[src/rtl/poly_key_synth_pkg.sv]
// Shared types, pitch table and width helpers for the polyphonic key synthesiser.
package poly_key_synth_pkg;

  typedef enum logic {VoiceIdle, VoicePlay} voice_state_e;

  // Half-period dividers for one octave starting at C3, for a 10 MHz clock.
  localparam logic [15:0] NOTE_DIV [12] = '{
    16'd38223, 16'd36077, 16'd34052, 16'd32141, 16'd30337, 16'd28635,
    16'd27027, 16'd25511, 16'd24079, 16'd22727, 16'd21452, 16'd20248
  };

  // Width of an index into n items, never zero.
  function automatic int unsigned idx_w(int unsigned n);
    return (n > 1) ? $clog2(n) : 1;
  endfunction

  // Width of a count that can reach n.
  function automatic int unsigned mix_w(int unsigned n);
    return $clog2(n + 1);
  endfunction

  // Half-period for a key at a given octave shift; very high notes clamp to 2.
  function automatic logic [15:0] calc_div(int unsigned key, int unsigned oct);
    logic [15:0] d;
    d = NOTE_DIV[4'(key % 12)] >> (oct + key / 12);
    if (d < 16'd2) d = 16'd2;
    return d;
  endfunction

endpackage

[src/rtl/poly_key_synth_if.sv]
// Key/octave/enable inputs and voice/mix/audio outputs of the synthesiser.
interface poly_key_synth_if import poly_key_synth_pkg::*; #(
  parameter int unsigned NUM_KEYS   = 12,
  parameter int unsigned NUM_VOICES = 4,
  parameter int unsigned OCT_W      = 3
);
  logic                           ena;
  logic [NUM_KEYS-1:0]            keys;
  logic [OCT_W-1:0]               octave;
  logic [NUM_VOICES-1:0]          voice_active;
  logic [mix_w(NUM_VOICES)-1:0]   mix;
  logic                           pdm_out;
  logic                           overflow;

  modport master (
    output ena, keys, octave,
    input  voice_active, mix, pdm_out, overflow
  );

  modport slave (
    input  ena, keys, octave,
    output voice_active, mix, pdm_out, overflow
  );
endinterface

[src/rtl/poly_key_synth_voice.sv]
// One square-wave voice: holds its key and divider while playing, toggles every div cycles.
module poly_key_synth_voice import poly_key_synth_pkg::*; #(
  parameter int unsigned NUM_KEYS = 12,
  parameter int unsigned DIV_W    = 16,
  parameter int unsigned KEY_W    = 4
) (
  input  logic                clk,
  input  logic                rst,
  input  logic                ena,
  input  logic                start,
  input  logic [KEY_W-1:0]    start_key,
  input  logic [DIV_W-1:0]    start_div,
  input  logic [NUM_KEYS-1:0] key_level,
  output logic                play,
  output logic                square
);

  voice_state_e     state_q, state_d;
  logic [KEY_W-1:0] key_q, key_d;
  logic [DIV_W-1:0] div_q, div_d;
  logic [DIV_W-1:0] cnt_q, cnt_d;
  logic             sq_q, sq_d;

  // Voice state, stored key/divider and tone counter.
  always_ff @(posedge clk or posedge rst) begin
    if (rst) begin
      state_q <= VoiceIdle;
      key_q   <= '0;
      div_q   <= '0;
      cnt_q   <= '0;
      sq_q    <= 1'b0;
    end else begin
      state_q <= state_d;
      key_q   <= key_d;
      div_q   <= div_d;
      cnt_q   <= cnt_d;
      sq_q    <= sq_d;
    end
  end

  // Allocation, release and half-period counting.
  always_comb begin
    state_d = state_q;
    key_d   = key_q;
    div_d   = div_q;
    cnt_d   = cnt_q;
    sq_d    = sq_q;
    unique case (state_q)
      VoiceIdle: begin
        cnt_d = '0;
        sq_d  = 1'b0;
        if (ena && start) begin
          state_d = VoicePlay;
          key_d   = start_key;
          div_d   = start_div;
        end
      end
      VoicePlay: begin
        if (!ena) begin
          state_d = VoiceIdle;
          cnt_d   = '0;
          sq_d    = 1'b0;
        end else if (start) begin
          // Stolen while playing: restart on the new note.
          key_d = start_key;
          div_d = start_div;
          cnt_d = '0;
          sq_d  = 1'b0;
        end else if (!key_level[key_q]) begin
          state_d = VoiceIdle;
          cnt_d   = '0;
          sq_d    = 1'b0;
        end else if (cnt_q == div_q - DIV_W'(1)) begin
          cnt_d = '0;
          sq_d  = ~sq_q;
        end else begin
          cnt_d = cnt_q + DIV_W'(1);
        end
      end
      default: state_d = VoiceIdle;
    endcase
  end

  assign play   = (state_q == VoicePlay);
  assign square = sq_q;

endmodule

[src/rtl/poly_key_synth.sv]
// Polyphonic key synthesiser: synchronises keys, allocates presses to square-wave voices,
// and produces a registered voice count plus a first-order PDM stream.
// Define POLY_KEY_SYNTH_VOICE_STEAL_EN to steal the oldest voice instead of dropping a press.
module poly_key_synth import poly_key_synth_pkg::*; #(
  parameter int unsigned NUM_KEYS    = 12,
  parameter int unsigned NUM_VOICES  = 4,
  parameter int unsigned DIV_W       = 16,
  parameter int unsigned OCT_W       = 3,
  parameter int unsigned SYNC_STAGES = 2
) (
  input logic             clk,
  input logic             rst,
  poly_key_synth_if.slave bus
);

  localparam int unsigned KEY_W   = idx_w(NUM_KEYS);
  localparam int unsigned VOICE_W = idx_w(NUM_VOICES);
  localparam int unsigned MIX_W   = mix_w(NUM_VOICES);
  localparam int unsigned ACC_W   = $clog2(2 * NUM_VOICES);

  logic [SYNC_STAGES-1:0][NUM_KEYS-1:0] sync_q;
  logic [NUM_KEYS-1:0]   prev_q, synced, rise, cand, key_onehot;
  logic [NUM_KEYS-1:0]   pending_q, pending_d;
  logic                  have_key, have_voice, drop;
  logic [KEY_W-1:0]      key_sel;
  logic [VOICE_W-1:0]    voice_sel;
  logic [DIV_W-1:0]      alloc_div;
  logic [NUM_VOICES-1:0] start, playing, square;
  logic [NUM_VOICES-1:0] va_q;
  logic [MIX_W-1:0]      mix_q, mix_d;
  logic [ACC_W-1:0]      acc_q, acc_next;
  logic                  pdm_q, ovf_q;

  assign synced = sync_q[SYNC_STAGES-1];
  assign rise   = synced & ~prev_q;
  // A pending press whose key already fell is no longer a candidate.
  assign cand   = pending_q & synced;

  // Key synchroniser chain and previous-level register; never cleared by ena.
  always_ff @(posedge clk or posedge rst) begin
    if (rst) begin
      sync_q <= '0;
      prev_q <= '0;
    end else begin
      sync_q <= {sync_q[SYNC_STAGES-2:0], bus.keys};
      prev_q <= synced;
    end
  end

  // Pick the lowest pending key and the lowest idle voice.
  always_comb begin
    have_key   = 1'b0;
    key_sel    = '0;
    key_onehot = '0;
    for (int k = NUM_KEYS - 1; k >= 0; k--) begin
      if (cand[k]) begin
        have_key   = 1'b1;
        key_sel    = KEY_W'(k);
        key_onehot = '0;
        key_onehot[k] = 1'b1;
      end
    end
    have_voice = 1'b0;
    voice_sel  = '0;
    for (int v = NUM_VOICES - 1; v >= 0; v--) begin
      if (!playing[v]) begin
        have_voice = 1'b1;
        voice_sel  = VOICE_W'(v);
      end
    end
  end

`ifdef POLY_KEY_SYNTH_VOICE_STEAL_EN
  logic [7:0]         seq_q;
  logic [7:0]         vseq_q [NUM_VOICES];
  logic [7:0]         age, best;
  logic [VOICE_W-1:0] oldest_sel;

  // Oldest voice by allocation age modulo 256; ties go to the lower index.
  always_comb begin
    best       = seq_q - vseq_q[0];
    oldest_sel = '0;
    age        = '0;
    for (int v = 1; v < NUM_VOICES; v++) begin
      age = seq_q - vseq_q[v];
      if (age > best) begin
        best       = age;
        oldest_sel = VOICE_W'(v);
      end
    end
  end

  // Global allocation sequence and per-voice allocation stamp.
  always_ff @(posedge clk or posedge rst) begin
    if (rst) begin
      seq_q  <= '0;
      vseq_q <= '{default: '0};
    end else if (|start) begin
      seq_q <= seq_q + 8'd1;
      for (int v = 0; v < NUM_VOICES; v++) begin
        if (start[v]) vseq_q[v] <= seq_q;
      end
    end
  end
`endif

  // At most one allocation per cycle; without a free voice the press overflows.
  always_comb begin
    start = '0;
    drop  = 1'b0;
    if (bus.ena && have_key) begin
      if (have_voice) begin
        start[voice_sel] = 1'b1;
      end else begin
        drop = 1'b1;
`ifdef POLY_KEY_SYNTH_VOICE_STEAL_EN
        start[oldest_sel] = 1'b1;
`endif
      end
    end
    pending_d = bus.ena ? ((cand & ~key_onehot) | rise) : '0;
  end

  assign alloc_div = DIV_W'(calc_div(32'(key_sel), 32'(bus.octave)));

  for (genvar v = 0; v < NUM_VOICES; v++) begin : g_voice
    poly_key_synth_voice #(
      .NUM_KEYS (NUM_KEYS),
      .DIV_W    (DIV_W),
      .KEY_W    (KEY_W)
    ) u_voice (
      .clk       (clk),
      .rst       (rst),
      .ena       (bus.ena),
      .start     (start[v]),
      .start_key (key_sel),
      .start_div (alloc_div),
      .key_level (prev_q),
      .play      (playing[v]),
      .square    (square[v])
    );
  end

  // Count of voices whose square output is high.
  always_comb begin
    mix_d = '0;
    for (int v = 0; v < NUM_VOICES; v++) begin
      mix_d = mix_d + MIX_W'(square[v]);
    end
    acc_next = acc_q + ACC_W'(mix_q);
  end

  // Registered outputs, pending mask and sigma-delta accumulator.
  always_ff @(posedge clk or posedge rst) begin
    if (rst) begin
      pending_q <= '0;
      va_q      <= '0;
      mix_q     <= '0;
      acc_q     <= '0;
      pdm_q     <= 1'b0;
      ovf_q     <= 1'b0;
    end else begin
      pending_q <= pending_d;
      ovf_q     <= drop;
      if (!bus.ena) begin
        va_q  <= '0;
        mix_q <= '0;
        acc_q <= '0;
        pdm_q <= 1'b0;
      end else begin
        va_q  <= playing;
        mix_q <= mix_d;
        if (acc_next >= ACC_W'(NUM_VOICES)) begin
          pdm_q <= 1'b1;
          acc_q <= acc_next - ACC_W'(NUM_VOICES);
        end else begin
          pdm_q <= 1'b0;
          acc_q <= acc_next;
        end
      end
    end
  end

  assign bus.voice_active = va_q;
  assign bus.mix          = mix_q;
  assign bus.pdm_out      = pdm_q;
  assign bus.overflow     = ovf_q;

endmodule

[src/flat_wrapper.sv]
// flat-port wrapper written by rule: the top's interface ports become plain ports
module poly_key_synth_flat import poly_key_synth_pkg::*;
#(
  parameter int unsigned NUM_KEYS    = 12,
  parameter int unsigned NUM_VOICES  = 4,
  parameter int unsigned DIV_W       = 16,
  parameter int unsigned OCT_W       = 3,
  parameter int unsigned SYNC_STAGES = 2
)
  (clk, rst, bus_ena, bus_keys, bus_octave, bus_voice_active, bus_mix, bus_pdm_out, bus_overflow);
  poly_key_synth_if #(.NUM_KEYS(NUM_KEYS), .NUM_VOICES(NUM_VOICES), .OCT_W(OCT_W)) bus_i ();
  input logic clk;
  input logic rst;
  input wire logic [$bits(bus_i.ena)-1:0] bus_ena;
  input wire logic [$bits(bus_i.keys)-1:0] bus_keys;
  input wire logic [$bits(bus_i.octave)-1:0] bus_octave;
  output wire logic [$bits(bus_i.voice_active)-1:0] bus_voice_active;
  output wire logic [$bits(bus_i.mix)-1:0] bus_mix;
  output wire logic [$bits(bus_i.pdm_out)-1:0] bus_pdm_out;
  output wire logic [$bits(bus_i.overflow)-1:0] bus_overflow;
  assign bus_i.ena = bus_ena;
  assign bus_i.keys = bus_keys;
  assign bus_i.octave = bus_octave;
  assign bus_voice_active = bus_i.voice_active;
  assign bus_mix = bus_i.mix;
  assign bus_pdm_out = bus_i.pdm_out;
  assign bus_overflow = bus_i.overflow;
  poly_key_synth #(.NUM_KEYS(NUM_KEYS), .NUM_VOICES(NUM_VOICES), .DIV_W(DIV_W), .OCT_W(OCT_W), .SYNC_STAGES(SYNC_STAGES)) u_core (.clk(clk), .rst(rst), .bus(bus_i));
endmodule
[config.mk]
export PLATFORM = sky130hd
export DESIGN_NAME = poly_key_synth_flat
export DESIGN_NICKNAME = d
export VERILOG_FILES = /design/src/rtl/poly_key_synth_pkg.sv /design/src/rtl/poly_key_synth_if.sv /design/src/rtl/poly_key_synth_voice.sv /design/src/rtl/poly_key_synth.sv /design/src/flat_wrapper.sv
export SDC_FILE = /design/constraint.sdc
export NUM_CORES = 1
export LEC_CHECK = 0
export BUFFER_PORTS_ARGS = -buffer_cell sky130_fd_sc_hd__buf_4
export CAP_MARGIN = 10
export CORE_MARGIN = 2
export CORE_UTILIZATION = 28
export DETAILED_ROUTE_END_ITERATION = 6
export PLACE_DENSITY_LB_ADDON = 0.25
export SYNTH_ARGS = -nofsm -noshare
export SYNTH_HDL_FRONTEND = slang
export SYNTH_SLANG_ARGS = --single-unit
[constraint.sdc]
create_clock -name clk -period 12.06 [get_ports clk]
set_clock_uncertainty 0.05 [all_clocks]
set_input_delay 1.206 -clock clk [delete_from_list [all_inputs] [get_ports clk]]
set_output_delay 1.206 -clock clk [all_outputs]
set_load 0.005 [all_outputs]
==> results.py, run 1 <==
metrics = {
    "final_layout": {
        "area_growth_pct": 14.0,
        "fillers": 4263,
        "fin_nets": 1342,
        "drive_above_1_share": 0.0939,
        "diodes": 0,
        "multiInputGateArea_um2": 6260,
        "final-instance-count-excl-fill": 1859,
        "fin_area_um2": 13600,
        "seq_area_um2": 5310,
    },
    "place": {
        "place.gp.congestion": 0.914,
        "dp_hpwl_mm": 21.6,
        "numPortBuffers": 26,
        "placement.cell_area_um2": 12600,
        "dp_cells": 1812,
    },
    "sta": {
        "slew_violations": 0,
        "worst_pin_slew_ns": 1.05,
        "whs_ns": 0.299,
        "tns_ns": 0,
        "fmax_mhz": 203,
        "max_slew_margin": 0.279,
        "hold_viol": 0,
        "setup_viol": 0,
        "rsz0062_at_grt": "no",
        "fin_crit_ns": 4.92,
        "finalCritPeriodShare": 0.408,
    },
    "hold_path": {
        "whs_path_depth": 0,
        "hp-class": "register to register",
        "hold_end": "u_core.synced[7]$_DFF_PP0_",
        "hp-start": "u_core.sync_q[7]$_DFF_PP0_",
    },
    "synth": {
        "synth_commonest_cells": "dfrtp_1 (212), nand2_1 (183), nor2_1 (134), o21ai_0 (107), xnor2_1 (76)",
        "ys_ff_latch": 212,
        "synth_top_family_by_area": "simple AND/OR/NAND/NOR gates",
        "synth.top_cell.area_share": 0.446,
        "synth_cells": 1283,
        "yosys.area.top_type": "dfrtp_1",
        "async_reset_ff_frac": 1.00,
        "yosysWarningCount": 0,
        "synth_fa_ha_area_frac": 0.0255,
        "synth_mux_area_frac": 0.0367,
        "ys_seq_area_frac": 0.446,
        "ys.flop_type": "dfrtp_1",
        "synthesis.area_um2": 11900,
        "yosys.cell_count.top_type": "dfrtp_1",
        "yosys.area_share.simple": 0.212,
        "postSynthAreaPerCell_um2": 9.27,
        "synth.top_cells.by_area": "dfrtp_1 (45%), nand2_1 (5.8%), xnor2_1 (5.6%), xor2_1 (5.1%), o21ai_0 (4.5%)",
        "synth-compound-area-share": 0.145,
        "synth_xor_xnor_area_share": 0.107,
        "yosysUniqueCellTypes": 86,
        "synth_edf_count": 0,
    },
    "floorplanning": {
        "die_w_um": 210,
        "num_rows": 75,
        "core_um2": 41900,
        "die_area_um2": 44200,
        "die_h_um": 210,
        "io_pins": 27,
        "initial_utilization": 0.284,
    },
    "clock_network": {
        "cts_tree": "yes",
        "cts-htree-levels": 1,
        "cts_root_buffer": "clkbuf_16",
        "cts_resized": 0,
        "clkTransAtPathRegs_ns": 0.06,
        "post_cts_buffers": 0,
        "numCtsBuffers": 26,
        "cts_buffer_depth": 3,
        "cts_sinks": 212,
        "clk-insertion-delay-late_ns": 0.55,
        "hold_buffers": 0,
    },
    "global_routing": {
        "grt_pass1_vias": 9025,
        "grt_usage": 0.143,
        "grt.busiest_layer": "met2",
        "met2_usage": 0.218,
        "use_met1": 0.203,
        "grt_overflow": 0,
        "met3_usage": 0.0237,
        "grt_max_degree": 133,
        "antenna_found_initial": 0,
        "grt_pass1_wl_mm": 50.6,
    },
    "routing": {
        "drt-initial-drc-count": 674,
        "wl_mm": 30.9,
        "viasPerCell": 5.06,
        "drc": 0,
        "wl_per_cell_um": 16.6,
        "final_antenna_net_count": 0,
        "drt_first_pass_iters": 7,
        "dr_total_vias": 9402,
    },
    "power": {
        "power.density_nw_per_um2": 174,
        "leakage_uw": 0.00564,
        "peakVddDrop_mv": 0.0973,
        "finalPower_uw": 2350,
    },
    "setup_path": {
        "worstReg2RegStart": "u_core.synced[7]$_DFF_PP0_",
        "worstSetupEndpointType": "register",
        "worstSetupPathType": "register to register",
        "worst-path-max-fanout": 9,
        "reg2regPathDepth": 13,
        "critPathRequiredTime_ns": 12.47,
        "r2r-end": "u_core.g_voice[0].u_voice.div_q[1]$_DFFE_PP0P_",
        "cp.arrival_ns": 5.34,
        "r2r_slack_ns": 7.14,
        "cp-start-kind": "register",
    },
    "job": {
        "drv_cap": 0,
    },
    "outcome": {
        "status": "finished clean",
    },
}
## how the worst max path moves through the flow
stage / start / end / slack (ns)
6_report: u_core.synced[7]$_DFF_PP0_ / u_core.g_voice[0].u_voice.div_q[1]$_DFFE_PP0P_ / 7.14
5_1_grt: u_core.synced[7]$_DFF_PP0_ / u_core.g_voice[0].u_voice.div_q[0]$_DFFE_PP0P_ / 6.66
4_1_cts: u_core.synced[7]$_DFF_PP0_ / u_core.g_voice[0].u_voice.div_q[1]$_DFFE_PP0P_ / 7.25
3_5_place_dp: u_core.synced[7]$_DFF_PP0_ / u_core.g_voice[0].u_voice.div_q[1]$_DFFE_PP0P_ / 7.26
3_3_place_gp: u_core.synced[7]$_DFF_PP0_ / u_core.g_voice[2].u_voice.div_q[1]$_DFFE_PP0P_ / 7.40
2_1_floorplan: rst / u_core.acc_q[0]$_DFF_PP0_ / 5.01
## power by group
| part | switching [uW] | internal [uW] | total, uW |
|---|---|---|---|
| Combinational | 332 | 246 | 577 |
| Sequential | 137 | 800 | 937 |
| Clock | 321 | 520 | 840 |
## metrics by stage
step	util	worst slack (ns)
after floorplan	-	5.01
after global placement	0.301	7.40
after detailed placement	0.301	7.26
after CTS	0.323	7.25
after global routing	0.323	6.66
final	0.323	7.14
## critical path: stages, from the launching register on
cell and delay [ns]:
dfrtp_1 0.41, a22oi_1 0.45, a21oi_1 0.13, o21ai_1 0.52, ha_1 0.46, a2111oi_0 0.96
a31oi_1 0.14, nand2_1 0.12, a21oi_1 0.05, or2_1 0.26, o211ai_1 0.46, nand2_1 0.12
or4_4 0.54, a22oi_1 0.18
## state kept, by name, indices dropped and copies added (netlist names), 3 cells and up
register and count:
u_core.g_voice.u_voice.div_q 64, u_core.bus.mix 3, u_core.pending_q 12, u_core.g_voice.u_voice.play 4
u_core.g_voice.u_voice.key_q 16, u_core.sync_q 12, u_core.prev_q 12, u_core.synced 12
u_core.bus.voice_active 4, u_core.g_voice.u_voice.square 4, u_core.g_voice.u_voice.cnt_q 64, u_core.acc_q 3
## metal layers
metal | wire length [um] | part of all wire | vias up
met5 | 0 | 0 | -
met4 | 1070 | 0.035 | 0
met3 | 1690 | 0.055 | 62
met2 | 13500 | 0.44 | 264
met1 | 14600 | 0.47 | 4508
li1 | - | - | 4568
## layout by cell type, fill, tap and decap left out, drive strengths merged, types with 15 or more instances in the layout
master / instances
a211oi: 15
a21oi: 47
and2: 16
and3: 18
buf: 35
clkbuf: 36
dfrtp: 212
ha: 21
inv: 34
nand2: 184
nand3: 54
nor2: 136
nor3: 26
nor4: 21
o21ai: 108
xnor2: 76
xor2: 69
## final cells by class
class,instances,area share
multi-input combinational,992,0.462
timing repair buffer,35,0.0194
inverter,34,0.00997
clock buffer,36,0.0553
tap,539,0.0497
sequential,212,0.391
clock inverter,11,0.0126
## kinds of logic after synthesis
logic type	Yosys count
xor+xnor	145
other cells	1
mux	27
fa+ha+maj	23
simple gates	525
compound gates	270
flops	212
buf+inv	80
(Power assumes the default switching activity.)
==> run 2: changes to the inputs <==
==> constraint.sdc (replaced) <==
create_clock -name clk -period 4.15 [get_ports clk]
set_clock_uncertainty 0.05 [all_clocks]
set_input_delay 0.415 -clock clk [delete_from_list [all_inputs] [get_ports clk]]
set_output_delay 0.415 -clock clk [all_outputs]
set_load 0.005 [all_outputs]
==> results.py, run 2 (synthesis gave the netlist of run 1 again) <==
metrics = {
    "routing": {
        "drt-initial-drc-count": 575,
        "dr_total_vias": 9485,
        "wl_per_cell_um": 16.4,
        "wl_mm": 31.1,
        "viasPerCell": 5.01,
        "drt_first_pass_iters": 7,
        "drc": 0,
        "final_antenna_net_count": 0,
    },
    "setup_path": {
        "r2r-end": "u_core.g_voice[1].u_voice.div_q[1]$_DFFE_PP0P_",
        "crit_path_max_incr_delay_ns": 0.60,
        "cp.arrival_ns": 4.24,
        "critPathTopFamily": "compound AO/OA/AOI/OAI gates",
        "worstSetupEndpointType": "register",
        "cp_cell_sequence": "and2_1 -> a22o_1 -> a22o_1 -> a41o_1 -> ha_1 -> buf_4 -> o21ai_0 -> a21oi_2 -> nand2_1 -> a21oi_1 -> a21oi_1 -> nor3_2 -> nand3_1 -> or4_4 -> a22oi_1",
        "cp-start-kind": "register",
        "critPathCapture": "u_core.g_voice[1].u_voice.div_q[1]$_DFFE_PP0P_",
        "worstSetupStartpoint": "u_core.pending_q[4]$_DFF_PP0_",
        "worstReg2RegStart": "u_core.pending_q[4]$_DFF_PP0_",
        "r2r_slack_ns": 0.30,
        "crit_slowest_cell": "or4_4",
        "reg2regPathDepth": 15,
        "cp.depth": 15,
        "worstSetupPathType": "register to register",
        "critPathRequiredTime_ns": 4.54,
        "worst-path-max-fanout": 7,
        "crit_buf_inv": 1,
    },
    "global_routing": {
        "use_met1": 0.207,
        "grt_overflow": 0,
        "met2_usage": 0.229,
        "grt_max_degree": 151,
        "grt_pass1_vias": 9464,
        "grt_pass1_wl_mm": 51.6,
        "grt.busiest_layer": "met2",
        "met3_usage": 0.0212,
        "grt_usage": 0.145,
        "antenna_found_initial": 0,
    },
    "place": {
        "place_ws_ns": 0.177,
        "dp_hpwl_mm": 22.4,
        "numPortBuffers": 26,
        "placement.cell_area_um2": 12800,
        "place.gp.congestion": 0.881,
    },
    "sta": {
        "tns_ns": 0,
        "slew_violations": 0,
        "finalCritPeriodShare": 0.927,
        "hold_viol": 0,
        "rsz0062_at_grt": "no",
        "max_slew_margin": 0.403,
        "setup_viol": 0,
        "fin_crit_ns": 3.85,
        "worst_pin_slew_ns": 0.896,
        "whs_ns": 0.0116,
        "fmax_mhz": 260,
        "setup_ws_ns": 0.302,
    },
    "power": {
        "leakage_uw": 0.00581,
        "p_int_uw": 4560,
        "pwr-share-seq": 0.397,
        "peakVddDrop_mv": 0.256,
        "p_clk_frac": 0.348,
        "pwr-share-comb": 0.255,
        "power_switching_uw": 2280,
        "power.density_nw_per_um2": 493,
        "swShare": 0.334,
    },
    "final_layout": {
        "fin_area_um2": 13900,
        "largestRegisters": "u_core.g_voice.u_voice.cnt_q: 64 flops, u_core.g_voice.u_voice.div_q: 64 flops, u_core.g_voice.u_voice.key_q: 16 flops",
        "final_cell_mix": "dfrtp_1 (212), nand2_1 (183), nor2_1 (134)",
        "fin_nets": 1378,
        "diodes": 0,
        "final_common_cell": "dfrtp_1",
        "area_growth_pct": 16.6,
        "drive_above_1_share": 0.114,
    },
    "floorplanning": {
        "die_w_um": 210,
        "initial_utilization": 0.284,
        "core_um2": 41900,
        "die_area_um2": 44200,
        "io_pins": 27,
        "die_h_um": 210,
        "num_rows": 75,
    },
    "clock_network": {
        "clk-insertion-delay-late_ns": 0.53,
        "cts_root_buffer": "clkbuf_16",
        "cts-htree-levels": 1,
        "cts_buffer_depth": 3,
        "post_cts_buffers": 0,
        "numCtsBuffers": 25,
        "cts_sinks": 212,
        "cts_tree": "yes",
        "clkTransAtPathRegs_ns": 0.06,
    },
    "outcome": {
        "status": "finished clean",
    },
    "job": {
        "drv_cap": 0,
    },
    "hold_path": {
        "hp-class": "input pin to async pin",
    },
}
run 2: cell count changes in the layout (fill, tap and decap cells not counted), moves of 4 or more:
cell           change
buf_4             +23
dlygate4sd3_1     +12
clkinv_2           +4
clkbuf_1           -4
run 2: worst min-delay path, stage by stage:
cell and delay [ns]:
buf_4 0.12, clkinvlp_4 0.08, buf_12 0.49
run 2: power groups by stage:
stage	logic [uW]	registers, uW	clock network, uW
floorplan	1370	2590	0
global route	1970	2770	2530
global placement	1710	2740	0
detailed placement	1730	2750	0
finish	1750	2710	2380
CTS	1750	2720	2450
run 2: stage by stage:
step	cells	util	total power, uW
finish	1894	0.331	6840
detailed placement	1837	0.306	4480
global placement	1837	0.306	4450
global route	1894	0.331	7270
CTS	1894	0.330	6920
floorplan	1284	-	3960
run 2: worst min-delay path by stage:
| stage | startpoint | end | depth (start not counted) |
|---|---|---|---|
| after floorplan | u_core.sync_q[0]$_DFF_PP0_ | u_core.synced[0]$_DFF_PP0_ | 0 |
| after global placement | u_core.sync_q[6]$_DFF_PP0_ | u_core.synced[6]$_DFF_PP0_ | 0 |
| after detailed placement | u_core.sync_q[10]$_DFF_PP0_ | u_core.synced[10]$_DFF_PP0_ | 0 |
| after CTS | rst | u_core.bus.pdm_out$_DFF_PP0_ | 3 |
| after global routing | rst | u_core.bus.pdm_out$_DFF_PP0_ | 3 |
| final | rst | u_core.bus.mix[2]$_DFF_PP0_ | 3 |
run 2: final cells by class:
class                      instances  area [um2]
clock inverter                    16         220
clock buffer                      29         671
timing repair buffer              72         596
sequential                       212        5310
inverter                          34         131
multi-input combinational        992        6270
tap                              539         674
fill                            4238       28100
run 2: timing repair:
item	in CTS	in global routing
hold buffers	12	0
setup endpoints to repair	0	8
resized for setup	0	6
hold endpoints to repair	12	0
run 2: per-layer routing:
layer	vias up	share of wire
li1	4629	-
met5	-	0
met1	4638	0.49
met4	0	0.019
met3	44	0.044
met2	174	0.45
